## src/rtl/hsem_irq_responder_pkg.sv

```systemverilog
// Shared constants and types for the HSEM interrupt responder.
// Register map, AHB encodings and FSM state types.
package hsem_irq_responder_pkg;

    localparam int HSEM_DATA_WIDTH = 32;
    localparam int HSEM_ADDR_WIDTH = 32;

    localparam logic [1:0] HTRANS_IDLE   = 2'b00;
    localparam logic [1:0] HTRANS_NONSEQ = 2'b10;
    localparam logic [2:0] HSIZE_WORD    = 3'b010;

    localparam logic [31:0] HSEM_INTR_REG_ADDR  = 32'h0000_0010;
    localparam logic [31:0] HSEM_INTR_CLR_ADDR  = 32'h0000_0014;
    localparam logic [31:0] HSEM_ERR_REG_ADDR   = 32'h0000_0018;
    localparam logic [31:0] HSEM_ERR_CLR_ADDR   = 32'h0000_001C;
    localparam logic [31:0] HSEM_ERROR_PRODUCED = 32'h0000_00EE;

    typedef enum logic [1:0] {
        M_IDLE,
        M_ADDR,
        M_DATA
    } bus_phase_t;

    typedef enum logic [3:0] {
        S_IDLE,
        S_RD_INT_A,
        S_RD_INT_D,
        S_RD_ERR_A,
        S_RD_ERR_D,
        S_WR_ECLR_A,
        S_WR_ECLR_D,
        S_WR_ICLR_A,
        S_WR_ICLR_D,
        S_REPORT,
        S_HOLDOFF
    } svc_state_t;

endpackage

```

## src/rtl/hsem_ahb_single_master.sv

```systemverilog
// Single-transfer, non-pipelined AHB-lite master.
// Handles address/data phases, hresp and wait-state timeout.
module hsem_ahb_single_master
    import hsem_irq_responder_pkg::*;
#(
    parameter int DW          = 32,
    parameter int AW          = 32,
    parameter int TIMEOUT_CYC = 255
) (
    input  logic          hclk,
    input  logic          hreset,
    input  logic          req,
    input  logic          we,
    input  logic [AW-1:0] addr,
    input  logic [DW-1:0] wdata,
    output logic          done,
    output logic          err,
    output logic [DW-1:0] rdata,
    output logic [AW-1:0] haddr,
    output logic [1:0]    htrans,
    output logic          hwrite,
    output logic [2:0]    hsize,
    output logic [DW-1:0] hwdata,
    input  logic [DW-1:0] hrdata,
    input  logic          hready,
    input  logic          hresp
);

    localparam logic [7:0] TMO_LAST = 8'(TIMEOUT_CYC - 1);

    bus_phase_t    phase;
    logic [7:0]    wait_cnt;
    logic [DW-1:0] wdata_q;
    logic          tmo;
    logic          data_ok;

    // Last tolerated low-hready cycle of a phase aborts the transfer
    assign tmo = (phase != M_IDLE) && !hready && (wait_cnt == TMO_LAST);
    assign data_ok = (phase == M_DATA) && hready;
    assign done  = data_ok || tmo;
    assign err   = (data_ok && hresp) || tmo;
    assign rdata = hrdata;
    assign hsize = HSIZE_WORD;

    always_ff @(posedge hclk or posedge hreset) begin
        if (hreset) begin
            phase    <= M_IDLE;
            wait_cnt <= '0;
            htrans   <= HTRANS_IDLE;
            hwrite   <= 1'b0;
            haddr    <= '0;
            hwdata   <= '0;
            wdata_q  <= '0;
        end else begin
            unique case (phase)
                M_IDLE: begin
                    if (req) begin
                        phase    <= M_ADDR;
                        htrans   <= HTRANS_NONSEQ;
                        haddr    <= addr;
                        hwrite   <= we;
                        wdata_q  <= wdata;
                        wait_cnt <= '0;
                    end
                end
                M_ADDR: begin
                    if (tmo) begin
                        phase  <= M_IDLE;
                        htrans <= HTRANS_IDLE;
                    end else if (hready) begin
                        phase    <= M_DATA;
                        htrans   <= HTRANS_IDLE;
                        hwdata   <= hwrite ? wdata_q : '0;
                        wait_cnt <= '0;
                    end else begin
                        wait_cnt <= wait_cnt + 8'd1;
                    end
                end
                M_DATA: begin
                    if (done) begin
                        phase  <= M_IDLE;
                        hwdata <= '0;
                    end else begin
                        wait_cnt <= wait_cnt + 8'd1;
                    end
                end
                default: phase <= M_IDLE;
            endcase
        end
    end

endmodule

```

## src/rtl/hsem_irq_responder.sv

```systemverilog
// Core-side HSEM interrupt service engine: reads/clears the
// interrupt and error registers, then reports via valid/ready.
module hsem_irq_responder
    import hsem_irq_responder_pkg::*;
#(
    parameter int AHB_DATA_WIDTH = HSEM_DATA_WIDTH,
    parameter int AHB_ADDR_WIDTH = HSEM_ADDR_WIDTH,
    parameter logic [AHB_ADDR_WIDTH-1:0] INTR_REG_ADDR =
        AHB_ADDR_WIDTH'(HSEM_INTR_REG_ADDR),
    parameter logic [AHB_ADDR_WIDTH-1:0] INTR_CLR_ADDR =
        AHB_ADDR_WIDTH'(HSEM_INTR_CLR_ADDR),
    parameter logic [AHB_ADDR_WIDTH-1:0] ERR_REG_ADDR =
        AHB_ADDR_WIDTH'(HSEM_ERR_REG_ADDR),
    parameter logic [AHB_ADDR_WIDTH-1:0] ERR_CLR_ADDR =
        AHB_ADDR_WIDTH'(HSEM_ERR_CLR_ADDR),
    parameter logic [AHB_DATA_WIDTH-1:0] ERROR_PRODUCED =
        AHB_DATA_WIDTH'(HSEM_ERROR_PRODUCED),
    parameter int TIMEOUT_CYC = 255
) (
    input  logic                      hclk,
    input  logic                      hreset,
    input  logic                      intr,
    output logic [AHB_ADDR_WIDTH-1:0] haddr,
    output logic [1:0]                htrans,
    output logic                      hwrite,
    output logic [2:0]                hsize,
    output logic [AHB_DATA_WIDTH-1:0] hwdata,
    input  logic [AHB_DATA_WIDTH-1:0] hrdata,
    input  logic                      hready,
    input  logic                      hresp,
    output logic                      evt_valid,
    input  logic                      evt_ready,
    output logic [AHB_DATA_WIDTH-1:0] evt_intr_code,
    output logic [AHB_DATA_WIDTH-1:0] evt_err_code,
    output logic                      evt_bus_err,
    output logic                      busy
);

    svc_state_t state, state_nxt;

    logic                      req;
    logic                      we;
    logic [AHB_ADDR_WIDTH-1:0] addr;
    logic                      done;
    logic                      err;
    logic [AHB_DATA_WIDTH-1:0] rdata;

    hsem_ahb_single_master #(
        .DW          (AHB_DATA_WIDTH),
        .AW          (AHB_ADDR_WIDTH),
        .TIMEOUT_CYC (TIMEOUT_CYC)
    ) u_master (
        .hclk   (hclk),
        .hreset (hreset),
        .req    (req),
        .we     (we),
        .addr   (addr),
        .wdata  ('0),
        .done   (done),
        .err    (err),
        .rdata  (rdata),
        .haddr  (haddr),
        .htrans (htrans),
        .hwrite (hwrite),
        .hsize  (hsize),
        .hwdata (hwdata),
        .hrdata (hrdata),
        .hready (hready),
        .hresp  (hresp)
    );

    assign evt_valid = (state == S_REPORT);
    assign busy      = (state != S_IDLE);

    always_ff @(posedge hclk or posedge hreset) begin
        if (hreset) state <= S_IDLE;
        else        state <= state_nxt;
    end

    always_comb begin
        state_nxt = state;
        req       = 1'b0;
        we        = 1'b0;
        addr      = '0;
        unique case (state)
            S_IDLE: if (intr) state_nxt = S_RD_INT_A;
            S_RD_INT_A: begin
                req       = 1'b1;
                addr      = INTR_REG_ADDR;
                state_nxt = S_RD_INT_D;
            end
            S_RD_INT_D: begin
                if (done) begin
                    if (err)                    state_nxt = S_REPORT;
                    else if (rdata == '0)       state_nxt = S_HOLDOFF;
                    else if (rdata == ERROR_PRODUCED)
                                                state_nxt = S_RD_ERR_A;
                    else                        state_nxt = S_WR_ICLR_A;
                end
            end
            S_RD_ERR_A: begin
                req       = 1'b1;
                addr      = ERR_REG_ADDR;
                state_nxt = S_RD_ERR_D;
            end
            S_RD_ERR_D:
                if (done) state_nxt = err ? S_REPORT : S_WR_ECLR_A;
            S_WR_ECLR_A: begin
                req       = 1'b1;
                we        = 1'b1;
                addr      = ERR_CLR_ADDR;
                state_nxt = S_WR_ECLR_D;
            end
            S_WR_ECLR_D:
                if (done) state_nxt = err ? S_REPORT : S_WR_ICLR_A;
            S_WR_ICLR_A: begin
                req       = 1'b1;
                we        = 1'b1;
                addr      = INTR_CLR_ADDR;
                state_nxt = S_WR_ICLR_D;
            end
            S_WR_ICLR_D: if (done) state_nxt = S_REPORT;
            S_REPORT:    if (evt_ready) state_nxt = S_HOLDOFF;
            S_HOLDOFF:   state_nxt = S_IDLE;
            default:     state_nxt = S_IDLE;
        endcase
    end

    // Read data is only trusted when the transfer ended without error
    always_ff @(posedge hclk or posedge hreset) begin
        if (hreset) begin
            evt_intr_code <= '0;
            evt_err_code  <= '0;
            evt_bus_err   <= 1'b0;
        end else begin
            if (state == S_IDLE && intr) begin
                evt_err_code <= '0;
                evt_bus_err  <= 1'b0;
            end
            if (done && err) evt_bus_err <= 1'b1;
            if (state == S_RD_INT_D && done && !err)
                evt_intr_code <= rdata;
            if (state == S_RD_ERR_D && done && !err)
                evt_err_code <= rdata;
        end
    end

endmodule

```

## config.mk

```make
export PLATFORM = sky130hd
export DESIGN_NAME = hsem_irq_responder
export DESIGN_NICKNAME = d
export VERILOG_FILES = /design/src/rtl/hsem_irq_responder_pkg.sv /design/src/rtl/hsem_ahb_single_master.sv /design/src/rtl/hsem_irq_responder.sv
export SDC_FILE = /design/constraint.sdc
export NUM_CORES = 1
export LEC_CHECK = 0
export CAP_MARGIN = 5
export CORE_UTILIZATION = 60
export DETAILED_ROUTE_END_ITERATION = 7
export DONT_BUFFER_PORTS = 1
export PLACE_DENSITY = 0.76
export SYNTH_ARGS = -nofsm -noshare
export SYNTH_HDL_FRONTEND = slang
export SYNTH_SLANG_ARGS = --single-unit
```

## constraint.sdc

```tcl
create_clock -name hclk -period 8.33 [get_ports hclk]
set_clock_uncertainty 0.1 [all_clocks]
set_input_delay 1.666 -clock hclk [delete_from_list [all_inputs] [get_ports hclk]]
set_output_delay 1.666 -clock hclk [all_outputs]
set_load 0.02 [all_outputs]
```

==> results.txt <==
The simple-gate portion of the synthesized area came out at 0.0989. STA classifies the critical path startpoint as a register. The hold buffer count at cts is 0. The endpoint identified for the worst register-to-register timing path is evt_intr_code[21]. The sequential fraction of the synthesis area is 0.499. The worst min-delay path startpoint is u_master.wait_cnt[7]. The synthesis warning total came out at 0.

For this block, the routed nets add up to 8180 microns of wire. The worst setup path is of the register to output port kind. The synthesized instance count came out at 366.

The worst endpoint required time is 6.56 ns. The relative area change from synthesis to final layout is -0.662%. The worst path arrival time is 1.57 ns. The worst hold path terminates at u_master.wait_cnt[7]. The post-cts gate resize count came out at 0. The total clock sinks is 83.

The total area inside the core boundary comes to 6530 sq um. Summed over all nets, the half-perimeter wirelength after detailed placement is 5690 microns. The xor and xnor fraction of the mapped netlist area is 0.00211.

After detailed routing, the number of vias per cell comes to 5.90. The die area is 7270 sq um. Synthesis inferred 83 register bits. By area, the combinational part of the netlist is dominated by buffers and inverters.

The final-report setup violation count came out at 0. The count of buffers added by post-CTS timing repair for setup is 0. Walking the worst path, the cells encountered are nor2_1 -> and3_1. The number of buffer cells added on primary ports came out at 0. Pin placement for this block handled 175 I/O pins. The register clock-pin slew on the reported worst setup and hold paths came out at 0.08 ns. Measured along the x axis, the die boundary spans 85.3 microns. The clock passes through at most 2 buffers. Setup repair after global routing left no endpoint under its margin. The count of placed standard cells including taps is 428.

The synthesized-area fraction occupied by ao, oa, aoi and oai cells was 0.142. The number of optimization iterations in the first detailed-route pass is 4. The transition time at the pin with the least slew margin is 1.01 ns.

The total count of hold-check failures in the final report is 0. The number of different library cells used by synthesis comes to 50. Across the VDD grid, the largest voltage drop is 0.000169 V. The detail route stage leaves a number of antenna-violating nets equal to 0.

The number of nets in the layout is 406. The fraction of final layout cells with drive strength greater than 1 came out at 0.169. In this run the core area contains 29 standard-cell rows.

The number of buffers created by CTS is 9. Of the available clock period, the critical path in the final layout requires 0.401. The final critical-path setup slack came out at 4.99 ns. Dividing total power by cell area gives a power density of 299 nW/um^2.

In the global route stage, overall resource usage came out at 0.220. The largest incremental delay on the critical path came out at 0.51 ns. In the final routed layout, each cell accounts on average for 18.4 microns. The number of diodes added for antenna fixing is 0.

The number of antenna violations at the first check in global routing came out at 0. The height of the chip is 85.3 microns. After the flow finishes, the layout carries non-filler instances totaling 444. The clock latency on the worst-skew pair is 0.35 ns. The depth of the most critical reg-to-reg path came out at 5. The number of global-route vias before repair is 2407. Setup total negative slack on the finished layout was measured at 0 ns. The flow ran to the end, and the final reports show no timing, DRC or antenna violations.

TritonCTS built the clock tree. The pin count of the biggest net entering global routing came out at 84. The synthesized-area fraction occupied by adder cells is 0.0180. The number of design rule violations left after detail routing is 0. The cell area reported after detailed placement came out at 3950 sq um. The relative slew slack is 0.325. The global-route wire length before repair came out at 12400 microns.

The number of H-tree branching levels is 3. The library cell contributing the largest single delay on the critical path is sky130_fd_sc_hd__dfrtp_1. The average instance in the mapped netlist occupies 11.4 sq um. The number of DRC violations after detailed-routing iteration 0 came out at 92.

The number of enable flip-flop cells after synthesis is 0. The weighted congestion at the end of routability-driven global placement is 0.865. The post-route minimum period is 3.34 ns. The count of pins over their slew limit is 0. The synthesized area is 4160 sq um. The most frequently used flop master after synthesis is sky130_fd_sc_hd__dfrtp_1. The final standard cell area without fillers came out at 4130 sq um. The pre-CTS setup slack is 4.93 ns. The async set or reset register ratio after synthesis is 1.00. The initial utilization of the core area, before any placement, comes to 0.637. The max-capacitance violation count came out at 0.

The fraction of synthesized area in multiplexers came out at 0.0866. The final global-route overflow total came out at 0. The cell sitting at the root of the clock tree is a sky130_fd_sc_hd__clkbuf_8. STA classifies the critical path endpoint as an output port.

The worst hold path depth came out at 1. The overall via count from detail_route came out at 2618. The leakage power total is 2.05 nW. The maximum net fanout on the critical path is 10. The register-to-register setup slack is 5.68 ns.

The worst register-to-register path begins at state[3]. The path class of the tightest hold or removal check is register to register. The highest achievable clock rate is 300 MHz.
## cells in the final DEF (no fill, tap or decap), types with 3 or more instances in the layout
cell type / instances
sky130_fd_sc_hd__a21oi_1: 5
sky130_fd_sc_hd__a22o_1: 32
sky130_fd_sc_hd__buf_4: 3
sky130_fd_sc_hd__clkbuf_8: 9
sky130_fd_sc_hd__conb_1: 65
sky130_fd_sc_hd__dfrtp_1: 83
sky130_fd_sc_hd__ha_1: 6
sky130_fd_sc_hd__inv_1: 8
sky130_fd_sc_hd__inv_6: 3
sky130_fd_sc_hd__mux2_1: 3
sky130_fd_sc_hd__mux2_2: 29
sky130_fd_sc_hd__nand2_1: 16
sky130_fd_sc_hd__nand2b_1: 5
sky130_fd_sc_hd__nand3_1: 10
sky130_fd_sc_hd__nor2_1: 10
sky130_fd_sc_hd__nor2b_1: 3
sky130_fd_sc_hd__nor3_1: 3
sky130_fd_sc_hd__nor4_1: 7
sky130_fd_sc_hd__o211ai_1: 4
sky130_fd_sc_hd__o21ai_0: 16
sky130_fd_sc_hd__o22a_1: 3
sky130_fd_sc_hd__o31ai_1: 4
sky130_fd_sc_hd__or4_1: 3
## area by class of cell
| class | count | area [sq um] |
|---|---|---|
| fillers | 522 | 2400 |
| flip-flops and latches | 83 | 2080 |
| multi-input cells | 256 | 1720 |
| clock buffers | 9 | 124 |
| well taps | 77 | 96.3 |
| clock inverters | 7 | 57.6 |
| inverters | 9 | 35.0 |
| repair buffers | 3 | 22.5 |
## logic make-up after synthesis
logic type               count (synthesis)
other                                    2
XOR/XNOR                                 1
buffers and inverters                   90
flip-flops                              83
adder cells (fa/ha/maj)                  6
AND/OR/NAND/NOR                         73
multiplexers                            32
AO/OA/AOI/OAI                           79
## report_power, final
group / leakage [nW] / internal (mW) / switching [mW] / total (mW)
logic: 0.836 / 0.123 / 0.192 / 0.315
clock network: 0.0886 / 0.113 / 0.154 / 0.267
registers: 1.12 / 0.484 / 0.168 / 0.652
## stage by stage
stage	hold WS, ns	util	total power, mW
after floorplan	0.337	-	0.937
after global placement	0.364	0.605	0.963
after detailed placement	0.366	0.605	0.974
after CTS	0.378	0.633	1.24
after global routing	0.406	0.633	1.31
final	0.377	0.633	1.23
## sequential cells by signal (all words and copies together), names as in the netlist
name,count
evt_err_code,32
evt_intr_code,32
u_master.haddr,3
state,4
u_master.wait_cnt,8
u_master.htrans,1
evt_bus_err,1
u_master.phase,2
## metal layers
metal | part of all wire | track usage | vias up
met5 | 0 | 0 | -
met1 | 0.42 | 0.285 | 1297
met4 | 0.0082 | 0.0727 | 0
met2 | 0.48 | 0.340 | 128
met3 | 0.097 | 0.0875 | 9
li1 | - | - | 1184
## synth_stat cells, types with 4 or more instances
library cell,count,area share
sky130_fd_sc_hd__nand3_1,10,0.012
sky130_fd_sc_hd__nor4_1,7,0.011
sky130_fd_sc_hd__buf_4,67,0.12
sky130_fd_sc_hd__nand2b_1,5,0.0075
sky130_fd_sc_hd__mux2_2,29,0.078
sky130_fd_sc_hd__clkbuf_1,6,0.0054
sky130_fd_sc_hd__dfrtp_1,83,0.50
sky130_fd_sc_hd__nand2_1,16,0.014
sky130_fd_sc_hd__o21ai_0,16,0.019
sky130_fd_sc_hd__buf_2,4,0.0048
sky130_fd_sc_hd__ha_1,6,0.018
sky130_fd_sc_hd__a22o_1,32,0.067
sky130_fd_sc_hd__nor2_1,10,0.0090
sky130_fd_sc_hd__o211ai_1,4,0.0072
sky130_fd_sc_hd__o31ai_1,4,0.0072
sky130_fd_sc_hd__a21oi_1,5,0.0060
sky130_fd_sc_hd__inv_1,9,0.0081
## how the worst max path moves through the flow
stage | startpoint | end | slack, ns | cells after the start
5_1_grt | state[1] | evt_valid | 4.90 | 2
4_1_cts | state[1] | evt_valid | 4.97 | 2
3_3_place_gp | hready | u_master.wait_cnt[2] | 4.96 | 5
2_1_floorplan | hreset | evt_bus_err | 4.43 | 1
3_5_place_dp | hready | u_master.wait_cnt[2] | 4.93 | 5
6_report | state[1] | evt_valid | 4.99 | 2
## worst max-delay path: cells and delay by family, from the launching register on
| family | cells | cell delay, ns |
|---|---|---|
| simple gates | 2 | 0.72 |
| flops | 1 | 0.51 |
(Power assumes the default switching activity.)
